**config.mk**
```make
export PLATFORM = sky130hd
export DESIGN_NAME = change_dispenser
export DESIGN_NICKNAME = d
export VERILOG_FILES = /design/src/rtl/change_dispenser.sv
export SDC_FILE = /design/constraint.sdc
export NUM_CORES = 1
export LEC_CHECK = 0
export ABC_AREA = 0
export CAP_MARGIN = 20
export CORE_MARGIN = 2
export CORE_UTILIZATION = 55
export CTS_CLUSTER_DIAMETER = 80
export DETAILED_ROUTE_END_ITERATION = 6
export MAX_ROUTING_LAYER = met4
export PLACE_DENSITY = 0.9
export SETUP_SLACK_MARGIN = 0.5
export SLEW_MARGIN = 20
export SYNTH_ARGS = -nofsm -noshare
export SYNTH_HDL_FRONTEND = slang
export SYNTH_SLANG_ARGS = --single-unit
```
**constraint.sdc**
```tcl
create_clock -name clk -period 5.5 [get_ports clk]
set_input_delay 1.65 -clock clk [delete_from_list [all_inputs] [get_ports clk]]
set_output_delay 1.65 -clock clk [all_outputs]
set_load 0.1 [all_outputs]
```
**src/rtl/change_dispenser.sv**
```systemverilog
// Vending payout stage: computes change and issues coins 10/5/1 greedily
// over a valid/ack handshake, with per-coin gap and jam detection.
module change_dispenser #(
    parameter int GAP_CYCLES     = 4,
    parameter int TIMEOUT_CYCLES = 1000
) (
    input  logic       clk,
    input  logic       reset,
    input  logic       start,
    input  logic [7:0] amount,
    input  logic [7:0] price,
    output logic       coin_valid,
    output logic [1:0] coin_type,
    input  logic       coin_ack,
    output logic [7:0] change_left,
    output logic       busy,
    output logic       done,
    output logic       underpay,
    output logic       jam
);
    localparam int CNT_MAX = (TIMEOUT_CYCLES > GAP_CYCLES) ?
                             TIMEOUT_CYCLES : GAP_CYCLES;
    localparam int CW = $clog2(CNT_MAX + 1);
    localparam logic [CW-1:0] TO_LAST  = CW'(TIMEOUT_CYCLES - 1);
    localparam logic [CW-1:0] GAP_LAST = CW'(GAP_CYCLES - 1);

    typedef enum logic [2:0] {
        IDLE,
        ISSUE,
        GAP,
        DONE,
        JAM
    } state_t;

    state_t        state_q, state_d;
    logic [CW-1:0] cnt_q, cnt_d;
    logic [7:0]    left_q, left_d;
    logic          under_q, under_d;
    logic [8:0]    diff;
    logic [1:0]    denom_code;
    logic [7:0]    denom;

    assign diff = {1'b0, amount} - {1'b0, price};

    always_comb begin
        denom_code = 2'b00;
        denom      = 8'd1;
        if (left_q >= 8'd10) begin
            denom_code = 2'b10;
            denom      = 8'd10;
        end else if (left_q >= 8'd5) begin
            denom_code = 2'b01;
            denom      = 8'd5;
        end
    end

    always_comb begin
        state_d = state_q;
        cnt_d   = cnt_q;
        left_d  = left_q;
        under_d = 1'b0;
        unique case (state_q)
            IDLE: begin
                if (start) begin
                    cnt_d = '0;
                    if (diff[8]) begin
                        left_d  = 8'd0;
                        under_d = 1'b1;
                    end else if (diff[7:0] == 8'd0) begin
                        left_d  = 8'd0;
                        state_d = DONE;
                    end else begin
                        left_d  = diff[7:0];
                        state_d = ISSUE;
                    end
                end
            end
            ISSUE: begin
                // an ack on the expiry cycle still completes the coin
                if (coin_ack) begin
                    left_d  = left_q - denom;
                    cnt_d   = '0;
                    state_d = GAP;
                end else if (cnt_q == TO_LAST) begin
                    state_d = JAM;
                end else begin
                    cnt_d = cnt_q + 1'b1;
                end
            end
            GAP: begin
                if (cnt_q == GAP_LAST) begin
                    cnt_d   = '0;
                    state_d = (left_q != 8'd0) ? ISSUE : DONE;
                end else begin
                    cnt_d = cnt_q + 1'b1;
                end
            end
            DONE: begin
                state_d = IDLE;
            end
            JAM: begin
                state_d = JAM;
            end
            default: begin
                state_d = IDLE;
            end
        endcase
    end

    always_ff @(posedge clk) begin
        if (reset) begin
            state_q <= IDLE;
            cnt_q   <= '0;
            left_q  <= 8'd0;
            under_q <= 1'b0;
        end else begin
            state_q <= state_d;
            cnt_q   <= cnt_d;
            left_q  <= left_d;
            under_q <= under_d;
        end
    end

    assign coin_valid  = (state_q == ISSUE);
    assign coin_type   = coin_valid ? denom_code : 2'b00;
    assign change_left = left_q;
    assign busy        = (state_q == ISSUE) || (state_q == GAP) ||
                         (state_q == DONE);
    assign done        = (state_q == DONE);
    assign underpay    = under_q;
    assign jam         = (state_q == JAM);

endmodule

```
==> results.md, run 1 <==
- Tcrit/Tclk final: 0.8229
- Num CTS Buffers: 3
- Adder-cell share of the synthesized area: 0.1076
- Syn nets: around 290
- # port buffers: 34
- Final TNS setup: 0 ps
- Mapped Area: around 1900 um2
- # IOs: 35
- Share of layout cells above drive strength 1: 0.04965
- Synth Area in Simple Gates: 0.2895
- Nets@finish: ~320
- Num rows: 21
- Clock latency on the worst-skew pair: roughly 320 ps
- Final wirelength: around 4700 um
- WS Path Type: register to output port
- Wire per inst: about 14 um
- Maxcap violations: 0
- Nature of the critical path endpoint: output port
- Yosys cell types: 52
- Pre-antenna DRT Iters: 4
- First-pass GRT wire length: approximately 8000 um
- Final min period: between 4000 and 5000 ps
- Vias: roughly 2000
- Total GRT Usage: 0.2534
- CTS tree: yes
- Post-DR vias/cell: between 6 and 7
- Initial DRC Count: between 200 and 250
- H-tree depth: 1
- Post-CTS sizing: 0
- CTS Buffer Depth: 2
- Max VDD drop: 0.2130 mV
- EDFF count, synth: 0
- Sequential cell area fraction in the yosys report: 0.2337
- CP Launch Type: register
- Final setup fails: 0
- Largest family of logic cells by synthesized area: simple AND/OR/NAND/NOR gates
- Largest net degree at the start of global routing: 23
- Worst-path clk slew: around 130 ps
- Final cell count without fillers: 328
- Mux cell area share after synthesis: 0.01129
- Dpl cells: between 300 and 400
- CTS sink count: 22
- Avg Inst Size Synth: between 7 and 8 um2
- # hold bufs at CTS: 0
- Worst Tran Pin Value: slightly below 1000 ps
- Syn Inst Count: 250
- Vias in the first global route: between 1500 and 2000
- WP data required: ~3900 ps
- Most used DFF post-synth: dfxtp_1
- Die Ht: between 60 and 70 um
- Grt ovf: 0
- Initial Util: 0.5692
- Rel. slew slack: 0.3468
- Ys async rst share: 0
- GPL Wtd Cong: ~0.92
- Final Hold Vio Count: 0
- Power per standard cell area: around 290 nW/um2
- Initial antenna violation count: 0
- Status: finished clean
- Layout Utilization: 0.6988
- Number of antenna diodes: 0
- Postcts setup bufs: 0
- Syn-to-layout area delta: 22.78%
- Synth warn: 0
- Final ANT Viol Nets: 0
- Chip width: about 63 um
- Post-layout power: about 0.67 mW
- P_leak: approximately 0.9 nW
- Clk_skew: around 1.0 ps
- Peak fanout along the critical path: 13
- Register bit total from synthesis: 22
- Die Area: roughly 3900 um2
- Unrepaired setup endpoints after global routing: no
- Worst Hold Class: register to register
- Arr. time, crit path: 2880 ps
- DRC Markers: 0
- Area share of xor/xnor cells in the synthesized design: 0.02324
- Slew Limit Fails: 0
- Core area: ~3300 um2
- CTS Root Cell: clkbuf_4
- Post-DP HPWL: ~3500 um
- Compound-Gate Fraction of Synth Area: 0.2815
- FMAX: ~0.22 GHz
[per-layer routing]
layer | share of wire | GRT usage
met1 | 0.45 | 0.3315
met2 | 0.47 | 0.4099
met3 | 0.067 | 0.02883
met4 | 0.013 | 0.08333
met5 | 0 | -
[path summary, 6_finish.rpt]
check | startpoint | slack, ps | to | cells past startpoint
setup / recovery | state_q[0]$_SDFFE_PP0P_ | 970 | coin_valid | 3
hold / removal | cnt_q[0]$_SDFFE_PP0P_ | 510 | cnt_q[0]$_SDFFE_PP0P_ | 1
setup reg to reg | change_left[4]$_SDFFE_PP0P_ | 2340 | change_left[6]$_SDFFE_PP0P_ | 12
hold reg to reg | cnt_q[0]$_SDFFE_PP0P_ | 510 | cnt_q[0]$_SDFFE_PP0P_ | 1
[report_power, final]
part	internal (mW)	switching, mW
Clock	0.0738	0.0535
Sequential	0.171	0.0188
Combinational	0.121	0.236
Total	0.366	0.308
[state kept, by name, summed over array words and instances (netlist names)]
name / count
cnt_q: 10
change_left: 8
state_q: 3
underpay: 1
[final cells by class]
type	instances	area [um2]
repair buffers	35	347.8
fillers	298	997.2
clock buffers	3	22.52
well taps	46	57.56
flip-flops and latches	22	440.4
inverters	19	71.32
clock inverters	1	30.03
multi-input cells	202	1344
[placed cells by master (no fill, tap or decap), drive strengths merged, types with 9 or more instances in the layout]
cell type and count:
clkdlybuf4s50 34, nor2 33, dfxtp 22, o21ai 20
a21oi 20, inv 18, nand2 15, ha 13
a211oi 11, nor3 9
[logic make-up (layout without fill, tap and decap cells)]
| group | after synthesis | count (layout) |
|---|---|---|
| compound gates | 78 | 78 |
| mux | 2 | 2 |
| flops | 22 | 22 |
| fa+ha+maj | 15 | 15 |
| simple gates | 102 | 102 |
| xor+xnor | 5 | 5 |
| buf+inv | 26 | 58 |
[synth_stat cells, types with 2 or more instances]
cell	number	share of area
ha_1	13	0.086
o21ai_0	20	0.053
or3b_1	2	0.0093
nand2_1	15	0.030
nand3b_1	6	0.024
or3_1	5	0.017
nand3_1	4	0.011
a311oi_1	5	0.023
a211oi_1	10	0.040
and3_1	4	0.013
fa_1	2	0.021
or4_1	2	0.0080
nor2_1	32	0.064
nor4_1	3	0.010
nor2b_1	3	0.010
nor3b_1	3	0.012
nor3_1	9	0.024
xor2_1	2	0.0093
a21oi_1	20	0.053
o21a_1	2	0.0080
buf_2	2	0.0053
clkbuf_1	5	0.010
xnor2_1	3	0.014
a21o_1	4	0.016
inv_1	18	0.036
a31oi_1	2	0.0066
o211ai_1	2	0.0080
dfxtp_1	22	0.23
o31ai_1	2	0.0080
nand2b_1	6	0.020
[per-stage QoR]
stage	setup WS (ps)	cell area [um2]	hold WS, ps
after floorplan	1023	1884	457.8
after global placement	1156	2261	479.2
after detailed placement	1071	2261	485.2
after CTS	1006	2313	506.9
after global routing	867.6	2313	551.2
final	973.8	2313	507.6
[critical path, stage by stage (launching register included)]
cell and delay, ps:
dfxtp_1 510, or3b_1 620, clkinv_1 250, clkdlybuf4s50_1 1170
Power figures use the tool's default switching activity.
==> inputs of run 2 (changes only) <==
--- a/config.mk
+++ b/config.mk
@@ -8,11 +8,11 @@
 export ABC_AREA = 0
 export CAP_MARGIN = 20
 export CORE_MARGIN = 2
-export CORE_UTILIZATION = 55
+export CORE_UTILIZATION = 47
 export CTS_CLUSTER_DIAMETER = 80
 export DETAILED_ROUTE_END_ITERATION = 6
 export MAX_ROUTING_LAYER = met4
-export PLACE_DENSITY = 0.9
+export PLACE_DENSITY = 0.83
 export SETUP_SLACK_MARGIN = 0.5
 export SLEW_MARGIN = 20
 export SYNTH_ARGS = -nofsm -noshare
==> constraint.sdc (replaced) <==
create_clock -name clk -period 3.8 [get_ports clk]
set_input_delay 1.14 -clock clk [delete_from_list [all_inputs] [get_ports clk]]
set_output_delay 1.14 -clock clk [all_outputs]
set_load 0.1 [all_outputs]
==> run 2 against run 1 <==
Via count is 3.4% higher; register-to-register slack worse by 1600 ps; non-clock buffer count is 15 higher; largest power group unchanged.
==> results.md, run 2 (same netlist as run 1, synthesis figures left out) <==
- Status: finished clean (unchanged)
- Worst R2R Path Depth: 11 (was 12)
- Grt ovf: 0 (unchanged)
- Arr. time, crit path: 3380 ps (was 2880 ps)
- # port buffers: 34 (unchanged)
- Wire per inst: 15.09 um (was 14.32 um)
- CP Launch Type: input port (was register)
- Worst Tran Pin Value: 829.5 ps (was 976.8 ps)
- Critical Path End: state_q[1]$_SDFFE_PP0P_ (was coin_valid)
- Nature of the critical path endpoint: register (was output port)
- Core area: 3914 um2 (was 3311 um2)
- CTS sink count: 22 (unchanged)
- Clk_skew: 3.286 ps (was 1.022 ps)
- CTS tree: yes (unchanged)
- Share of layout cells above drive strength 1: 0.2357 (was 0.04965)
- Pre-antenna DRT Iters: 4 (unchanged)
- Clock latency on the worst-skew pair: 260 ps (was 320 ps)
- Initial antenna violation count: 0 (unchanged)
- CTS Buffer Depth: 2 (unchanged)
- FMAX: just over 0.3 GHz
- Top reg by flops: cnt_q (unchanged)
- Die Area: 4531 um2 (was 3910 um2)
- P_leak: 1.044 nW (was 0.9015 nW)
- Tcrit/Tclk final: 0.8469
- CTS Root Cell: clkbuf_8 (was clkbuf_4)
- Largest net degree at the start of global routing: 23 (unchanged)
- # hold bufs at CTS: 0 (unchanged)
- Power per standard cell area: 395.6 nW/um2 (was 291.2 nW/um2)
- Num CTS Buffers: 3 (unchanged)
- Chip width: 67.32 um (was 62.53 um)
- Most common cell after layout, fill and taps aside: buf_4 (was clkdlybuf4s50_1)
- WHS: 518.0 ps (was 507.6 ps)
- Post-DR vias/cell: 6.003 (was 6.140)
- GPL Wtd Cong: 0.8984 (was 0.9170)
- Die Ht: 67.32 um (was 62.53 um)
- Total GRT Usage: 0.2409 (was 0.2534)
- WS Path Type: input port to register (was register to output port)
- R2R Path Start: change_left[4]$_SDFFE_PP0P_ (unchanged)
- H-tree depth: 1 (unchanged)
- Most frequent cells in the layout: buf_4 (31), nor2_1 (28), dfxtp_1 (22), a21oi_1 (19), o21ai_0 (17) (was clkdlybuf4s50_1 (34), nor2_1 (32), dfxtp_1 (22), o21ai_0 (20), a21oi_1 (20))
- Post-DP HPWL: 3505 um (was 3539 um)
- Rel. slew slack: 0.4453 (was 0.3468)
- Final setup fails: 0 (unchanged)
- Maxcap violations: 0 (unchanged)
- Vias in the first global route: 1854 (was 1782)
- Number of antenna diodes: 0 (unchanged)
- Initial Util: 0.4815 (was 0.5692)
- Largest register FFs: 10 (unchanged)
- Worst Hold Class: register to register (unchanged)
- Syn-to-layout area delta: 36.52% (was 22.78%)
- Reg2reg end: change_left[7]$_SDFFE_PP0P_ (was change_left[6]$_SDFFE_PP0P_)
- WP data required: 3960 ps (was 3850 ps)
- Final ANT Viol Nets: 0 (unchanged)
- Dpl cells: 336 (was 324)
- Peak fanout along the critical path: 2 (was 13)
- Unrepaired setup endpoints after global routing: no (unchanged)
- First-pass GRT wire length: 8390 um (was 8010 um)
- Final wirelength: 5237 um (was 4696 um)
- Initial DRC Count: 122 (was 225)
- Vias: 2083 (was 2014)
- Worst-path clk slew: 80 ps (was 130 ps)
- Final cell count without fillers: 347 (was 328)
- Num rows: 23 (was 21)
- # IOs: 35 (unchanged)
- DRC Markers: 0 (unchanged)
- Worst Setup SP: amount[5] (was state_q[0]$_SDFFE_PP0P_)
- Max VDD drop: 0.3239 mV (was 0.2130 mV)
- Final Hold Vio Count: 0 (unchanged)
- Nets@finish: 333 (was 318)
- Worst R2R Setup Slack: 770 ps (was 2340 ps)
- Slew Limit Fails: 0 (unchanged)
- Final min period: 3218 ps
[run 2: final cells by class]
| cell class | count | area (um2) |
|---|---|---|
| sequential | 22 | 440.4 |
| multi-input combinational | 202 | 1515 |
| clock buffer | 4 | 55.05 |
| fill | 328 | 1341 |
| tap | 50 | 62.56 |
| inverter | 19 | 71.32 |
| timing repair buffer | 50 | 427.9 |
[run 2: repair_timing]
item / 4_1_cts / 5_1_grt
pin swaps: 11 / 12
setup endpoints to repair: 3 / 3
setup buffers: 4 / 3
gates resized for setup: 32 / 21
[run 2: per-stage QoR]
step	total power, mW	util	instance area [um2]	TNS [ps]	worst slack [ps]
floorplan	0.6704	-	1899	0	555.1
global placement	0.7866	0.5886	2303	0	27.43
detailed placement	0.7969	0.5886	2303	-49.05	-49.05
CTS	0.9883	0.6352	2486	0	502.9
global route	1.085	0.6573	2572	0	503.3
finish	1.018	0.6573	2572	0	581.7
[run 2: where the power goes]
part	internal (mW)	switching, mW
clock network	0.0923	0.0748
logic	0.207	0.368
registers	0.248	0.0279
total	0.547	0.471
[run 2: critical path, stage by stage]
cell and delay, ps:
clkdlybuf4s15_1 230, ha_4 300, nand3_4 70, a211oi_4 230, mux2_4 320, a211o_1 290, or4b_1 530, a311oi_1 260
[run 2: worst min path at each step]
stage / startpoint / endpoint / slack (ps) / cells past startpoint
CTS: cnt_q[9]$_SDFFE_PP0P_ / cnt_q[9]$_SDFFE_PP0P_ / 510 / 2
floorplan: cnt_q[0]$_SDFFE_PP0P_ / cnt_q[0]$_SDFFE_PP0P_ / 460 / 1
finish: cnt_q[0]$_SDFFE_PP0P_ / cnt_q[0]$_SDFFE_PP0P_ / 520 / 1
detailed placement: cnt_q[9]$_SDFFE_PP0P_ / cnt_q[9]$_SDFFE_PP0P_ / 500 / 2
global route: cnt_q[9]$_SDFFE_PP0P_ / cnt_q[9]$_SDFFE_PP0P_ / 540 / 2
global placement: cnt_q[0]$_SDFFE_PP0P_ / cnt_q[0]$_SDFFE_PP0P_ / 480 / 1
[run 2: metal layers]
layer / vias to the layer above / part of all wire / track usage
met1: 967 / 0.42 / 0.2944
met2: 84 / 0.50 / 0.4319
met5: - / 0 / -
met3: 17 / 0.059 / 0.03167
met4: 0 / 0.022 / 0.03316
li1: 1015 / - / -
